File: src/rtl/regfile_pkg.sv
// Shared types and constants for the multi-port integer register file.
package regfile_pkg;

  // Default geometry of the core's integer register file
  localparam int unsigned RF_WAD     = 5;
  localparam int unsigned RF_WD      = 32;
  localparam int unsigned RF_NRD     = 2;
  localparam int unsigned RF_DBG_REG = 10;

  // RISC-V ABI register indices
  localparam int unsigned X_ZERO = 0;
  localparam int unsigned X_RA   = 1;
  localparam int unsigned X_SP   = 2;
  localparam int unsigned X_GP   = 3;
  localparam int unsigned X_TP   = 4;
  localparam int unsigned X_T0   = 5;
  localparam int unsigned X_T1   = 6;
  localparam int unsigned X_T2   = 7;
  localparam int unsigned X_S0   = 8;
  localparam int unsigned X_S1   = 9;
  localparam int unsigned X_A0   = 10;
  localparam int unsigned X_A1   = 11;
  localparam int unsigned X_A2   = 12;
  localparam int unsigned X_A3   = 13;
  localparam int unsigned X_A4   = 14;
  localparam int unsigned X_A5   = 15;
  localparam int unsigned X_A6   = 16;
  localparam int unsigned X_A7   = 17;
  localparam int unsigned X_S2   = 18;
  localparam int unsigned X_S3   = 19;
  localparam int unsigned X_S4   = 20;
  localparam int unsigned X_S5   = 21;
  localparam int unsigned X_S6   = 22;
  localparam int unsigned X_S7   = 23;
  localparam int unsigned X_S8   = 24;
  localparam int unsigned X_S9   = 25;
  localparam int unsigned X_S10  = 26;
  localparam int unsigned X_S11  = 27;
  localparam int unsigned X_T3   = 28;
  localparam int unsigned X_T4   = 29;
  localparam int unsigned X_T5   = 30;
  localparam int unsigned X_T6   = 31;

  // Clear sequencer states
  typedef enum logic {
    CLEAR = 1'b0,
    RUN   = 1'b1
  } rf_state_e;

  // Number of registers for a given address width
  function automatic int unsigned rf_depth(input int unsigned wad);
    return 32'(1) << wad;
  endfunction

endpackage

File: src/rtl/regfile_clear_seq.sv
// Post-reset clear sequencer: walks registers 1..2^WAD-1 one per cycle,
// then enters RUN and raises ready. Register 0 is never swept (hardwired zero).
module regfile_clear_seq
  import regfile_pkg::*;
#(
  parameter int unsigned WAD = RF_WAD
) (
  input  logic           clk,
  input  logic           rst_n,
  output logic           ready,
  output logic           clr_we_c,
  output logic [WAD-1:0] clr_addr_c
);

  localparam logic [WAD-1:0] PTR_FIRST = WAD'(1);
  localparam logic [WAD-1:0] PTR_LAST  = '1;

  rf_state_e      state_q, state_d;
  logic [WAD-1:0] ptr_q, ptr_d;

  // State register, sweep pointer and registered ready flag (sync reset)
  always_ff @(posedge clk) begin
    if (!rst_n) begin
      state_q <= CLEAR;
      ptr_q   <= PTR_FIRST;
      ready   <= 1'b0;
    end else begin
      state_q <= state_d;
      ptr_q   <= ptr_d;
      ready   <= (state_d == RUN);
    end
  end

  // Next state: advance pointer through the sweep, stop at the last register
  always_comb begin
    state_d = state_q;
    ptr_d   = ptr_q;
    unique case (state_q)
      CLEAR: begin
        if (ptr_q == PTR_LAST) begin
          state_d = RUN;
        end else begin
          ptr_d = ptr_q + WAD'(1);
        end
      end
      RUN: begin
        state_d = RUN;
      end
      default: begin
        state_d = CLEAR;
        ptr_d   = PTR_FIRST;
      end
    endcase
  end

  // Outputs: zero-write request for the current pointer while sweeping
  always_comb begin
    clr_we_c   = 1'b0;
    clr_addr_c = ptr_q;
    if (state_q == CLEAR) begin
      clr_we_c = 1'b1;
    end
  end

endmodule

File: src/rtl/regfile_mp.sv
// Multi-read-port integer register file with hardwired x0, debug tap and
// post-reset clear sweep. Optional same-cycle write-to-read forwarding is
// enabled by defining REGFILE_BYPASS_EN.
module regfile_mp
  import regfile_pkg::*;
#(
  parameter int unsigned WAD     = RF_WAD,
  parameter int unsigned WD      = RF_WD,
  parameter int unsigned NRD     = RF_NRD,
  parameter int unsigned DBG_REG = RF_DBG_REG
) (
  input  logic                    clk,
  input  logic                    rst_n,
  input  logic                    RegWrite,
  input  logic [WAD-1:0]          AdIn,
  input  logic [WD-1:0]           DIn,
  input  logic [NRD-1:0][WAD-1:0] AdOut,
  output logic [NRD-1:0][WD-1:0]  DOut,
  output logic [WD-1:0]           A0,
  output logic                    Ready
);

  localparam int unsigned    DEPTH    = rf_depth(WAD);
  localparam logic [WAD-1:0] DBG_ADDR = WAD'(DBG_REG);

  logic [WD-1:0]  mem [DEPTH];
  logic           clr_we_c;
  logic [WAD-1:0] clr_addr_c;
  logic           port_we_c;

  regfile_clear_seq #(
    .WAD (WAD)
  ) u_clear_seq (
    .clk        (clk),
    .rst_n      (rst_n),
    .ready      (Ready),
    .clr_we_c   (clr_we_c),
    .clr_addr_c (clr_addr_c)
  );

  // Port write commits only in RUN, outside reset, and never to x0
  always_comb begin
    port_we_c = 1'b0;
    if (rst_n && Ready && RegWrite && (AdIn != '0)) begin
      port_we_c = 1'b1;
    end
  end

  // Storage write mux: sweep zeroing has priority, reset edges leave array untouched
  always_ff @(posedge clk) begin
    if (rst_n) begin
      if (clr_we_c) begin
        mem[clr_addr_c] <= '0;
      end else if (port_we_c) begin
        mem[AdIn] <= DIn;
      end
    end
  end

  // Read ports: zero while sweeping or for x0, optional forwarding of the committing write
  always_comb begin
    DOut = '0;
    for (int unsigned i = 0; i < NRD; i++) begin
      if (Ready && (AdOut[i] != '0)) begin
        DOut[i] = mem[AdOut[i]];
`ifdef REGFILE_BYPASS_EN
        if (port_we_c && (AdOut[i] == AdIn)) begin
          DOut[i] = DIn;
        end
`endif
      end
    end
  end

  // Debug tap: stored value only, never forwarded
  always_comb begin
    A0 = '0;
    if (Ready && (DBG_ADDR != '0)) begin
      A0 = mem[DBG_ADDR];
    end
  end

endmodule

File: config.mk
export PLATFORM = sky130hd
export DESIGN_NAME = regfile_mp
export DESIGN_NICKNAME = d
export VERILOG_FILES = /design/src/rtl/regfile_pkg.sv /design/src/rtl/regfile_clear_seq.sv /design/src/rtl/regfile_mp.sv
export SDC_FILE = /design/constraint.sdc
export NUM_CORES = 1
export LEC_CHECK = 0
export ABC_AREA = 1
export CAP_MARGIN = 20
export CORE_MARGIN = 2
export CORE_UTILIZATION = 30
export DETAILED_ROUTE_END_ITERATION = 8
export GPL_TIMING_DRIVEN = 0
export PLACE_DENSITY_LB_ADDON = 0.12
export REMOVE_ABC_BUFFERS = 1
export SLEW_MARGIN = 20
export SYNTH_ARGS = -nofsm -noshare
export SYNTH_HDL_FRONTEND = slang
export SYNTH_SLANG_ARGS = --single-unit
File: constraint.sdc
create_clock -name clk -period 5.29 [get_ports clk]
set_input_delay 1.587 -clock clk [delete_from_list [all_inputs] [get_ports clk]]
set_output_delay 1.587 -clock clk [all_outputs]
set_load 0.05 [all_outputs]
==> impl_metrics.py <==
metrics = {
    "synth": {
        "synth_top_area_cell": "edfxtp_1",
        "yosysWarnings": 0,
        "ys_ff_latch": 1030,
        "ys_types": 26,
        "postSynthAreaPerCell_sq_um": 8.60,
        "netlist_instances": 6095,
        "yosysSeqAreaShare_pct": 58.9,
        "synth_top_area_share_pct": 58.6,
        "synth_area_sq_mm": 0.0524,
        "ys_top_cells_by_area": "edfxtp_1 (59%), nand2_1 (15%), nand3_1 (7.1%), nor2_1 (5.5%), o21ai_0 (4.5%)",
    },
    "floorplan": {
        "core_sq_mm": 0.174,
        "rows": 153,
        "die_w_um": 422,
        "pin_count": 147,
        "fp.dieArea_sq_mm": 0.178,
        "die_y_um": 422,
        "initial_core_util_pct": 30.2,
    },
    "cells_and_area": {
        "n_fill_cell": 17200,
        "syn_to_final_growth_pct": 27.4,
        "drive_above_1_share_pct": 11.5,
        "fin_nets": 6309,
    },
    "power_and_ir_drop": {
        "peakVddDrop_mv": 0.262,
        "power.density_mw_per_mm2": 291,
        "power.leakage_nw": 25.9,
        "finalPower_w": 0.0194,
    },
    "sta": {
        "finalSetupViolCount": 0,
        "tightest_slew_ns": 0.858,
        "period_minus_slack_ns": 5.28,
        "layout_setup_ws_ns": 0.0108,
        "final_max_slew_viol_count": 0,
        "maxSlewHeadroom_pct": 42.7,
        "fmax_ghz": 0.189,
        "hold_violations": 0,
        "skew_ns": 0.0349,
        "finalCritPeriodShare_pct": 99.8,
    },
    "worst_setup_path": {
        "start_kind": "input port",
        "worstPathArrival_ns": 3.69,
        "crit_path_max_fanout": 17,
        "required_ns": 3.70,
        "end_kind": "output port",
        "crit_path_cell_trace": "buf_4, inv_6, buf_12, nand4_1, nand2_8, bufbuf_16, a21oi_4, buf_6",
        "slowest_stage": "bufbuf_16",
        "worstSetupPathType": "in2out",
        "crit_path_max_incr_delay_ns": 0.35,
    },
    "detailed_routing": {
        "via_per_inst": 5.41,
        "wl_um": 257000,
        "ant_nets": 0,
        "vias": 47000,
        "post_drt_wl_per_cell_um": 29.6,
        "drt_iter0_markers": 5136,
        "drtPass1Iterations": 6,
        "drc_errors": 0,
    },
    "placement": {
        "dpl.hpwl_um": 126000,
        "place_ws_ns": -2.97,
        "place.gp.congestion": 0.768,
        "port_buffers": 146,
    },
    "clock_tree": {
        "cts_tree": "done",
        "clockBufferDepth": 3,
        "clk_latency_ns": 0.76,
        "htreeDepth": 3,
        "cts_root_buf": "clkbuf_16",
        "clkSinkCount": 1030,
        "hold_buffers": 0,
        "cts_buffers": 119,
        "path_clk_slew_ns": 0.06,
    },
    "global_route": {
        "grt_pass1_wl_um": 349000,
        "overflow": 0,
        "grt_max_degree": 103,
        "grt_pass1_vias": 44200,
        "grt_usage_pct": 27.8,
        "antenna_found_initial": 8,
    },
    "min_path": {
        "hold_path.class": "reg2reg",
    },
    "outcome": {
        "outcome": "completed",
    },
    "job": {
        "drv_cap": 0,
    },
}
[state kept, by name (all words and copies together) (netlist names)]
name / flops
mem: 1024
u_clear_seq.clr_addr_c: 5
u_clear_seq.ready: 1
[layout make-up]
| class | count | area [sq um] | share of cell area [%] |
|---|---|---|---|
| Timing Repair inverter | 14 | 156 | 0.234 |
| Tap cell | 2325 | 2910 | 4.36 |
| Clock inverter | 75 | 493 | 0.738 |
| Clock buffer | 146 | 3150 | 4.72 |
| Sequential cell | 1030 | 30900 | 46.2 |
| Antenna cell | 8 | 20.0 | 0.0300 |
| Timing Repair Buffer | 446 | 8580 | 12.8 |
| Multi-Input combinational cell | 4427 | 19600 | 29.3 |
| Inverter | 219 | 1020 | 1.53 |
[stage by stage]
step / hold slack [ns] / instance area [sq um] / utilization (%) / instances / TNS (ns)
floorplan: 0.460 / 50400 / - / 5675 / -146.31
finish: 0.506 / 66800 / 38.4 / 8690 / 0
detailed placement: 0.497 / 58900 / 33.9 / 8293 / -159.08
global placement: 0.498 / 54700 / 31.5 / 8146 / -9037.91
CTS: 0.506 / 66300 / 38.2 / 8661 / -0.0999
global route: 0.526 / 66800 / 38.4 / 8682 / -0.00255
[final timing paths]
check / cells after the start / startpoint / slack [ns] / to
worst max-delay path: 8 / AdOut[9] / 0.01 / DOut[59]
worst min-delay path: 2 / u_clear_seq.clr_addr_c[1]$_SDFFE_PN0P_ / 0.51 / u_clear_seq.clr_addr_c[1]$_SDFFE_PN0P_
worst max register to register: 8 / u_clear_seq.ready$_SDFF_PN0_ / 1.62 / mem[24][20]$_DFFE_PP_
worst min register to register: 2 / u_clear_seq.clr_addr_c[1]$_SDFFE_PN0P_ / 0.51 / u_clear_seq.clr_addr_c[1]$_SDFFE_PN0P_
[layer usage]
metal	wire length, um	track usage [%]	part of all wire, %
met1	101000	35.3	39
met2	122000	46.4	48
met3	19900	3.75	7.7
met4	13600	13.9	5.3
met5	27	0	0.011
[cell usage in the layout (no fill, tap or decap), types with 31 or more instances in the layout]
master and instances:
a21oi_1 215, buf_12 66, buf_16 123, buf_4 66, buf_6 46, bufbuf_16 55, clkbuf_16 130, clkdlybuf4s50_1 72
clkinv_1 33, clkinv_2 31, edfxtp_1 1024, inv_1 205, nand2_1 2121, nand3_1 735, nor2_1 661, nor2_2 32
nor2_4 74, o21ai_0 470
[worst max-delay path, delay by kind of cell]
family,cells,cell delay [ns]
simple gates,2,0.42
buf+inv,5,1.35
compound gates,1,0.24
[where the power goes]
part | switching [W] | total [W] | leakage, nW | internal, W
combinational | 0.00164 | 0.00248 | 16.1 | 0.000844
clock | 0.00354 | 0.00797 | 1.80 | 0.00443
sequential | 0.0000317 | 0.00896 | 8.00 | 0.00893
[kinds of logic after synthesis]
logic type	Yosys count	share of synthesized area (%)
adders and majority gates	2	0.0477
and+or+nand+nor	3657	28.1
buffers and inverters	639	5.55
DFF	1030	58.9
AOI/OAI and AO/OA	767	7.46
[synth_stat cells]
| library cell | count |
|---|---|
| nand2_1 | 2132 |
| edfxtp_1 | 1024 |
| nor2_1 | 765 |
| nand3_1 | 742 |
| o21ai_0 | 470 |
| a21oi_1 | 245 |
| inv_1 | 213 |
| clkbuf_1 | 154 |
| buf_2 | 139 |
| buf_4 | 72 |
| buf_1 | 46 |
| o21ai_1 | 24 |
| o211ai_1 | 19 |
| buf_6 | 9 |
| and3_1 | 7 |
| o22ai_1 | 7 |
| dfxtp_1 | 6 |
| inv_2 | 5 |
| nand3_2 | 4 |
| nor3_1 | 3 |
| ha_1 | 2 |
| nand4_1 | 2 |
| nor2_4 | 2 |
| inv_4 | 1 |
| o21bai_4 | 1 |
| o31ai_1 | 1 |
[repair_timing]
item,in CTS,in global routing
gates cloned,93,10
setup buffers,54,14
pin swaps,17,11
resized for setup,585,41
setup endpoints to repair,64,59
(Power assumes the default switching activity.)
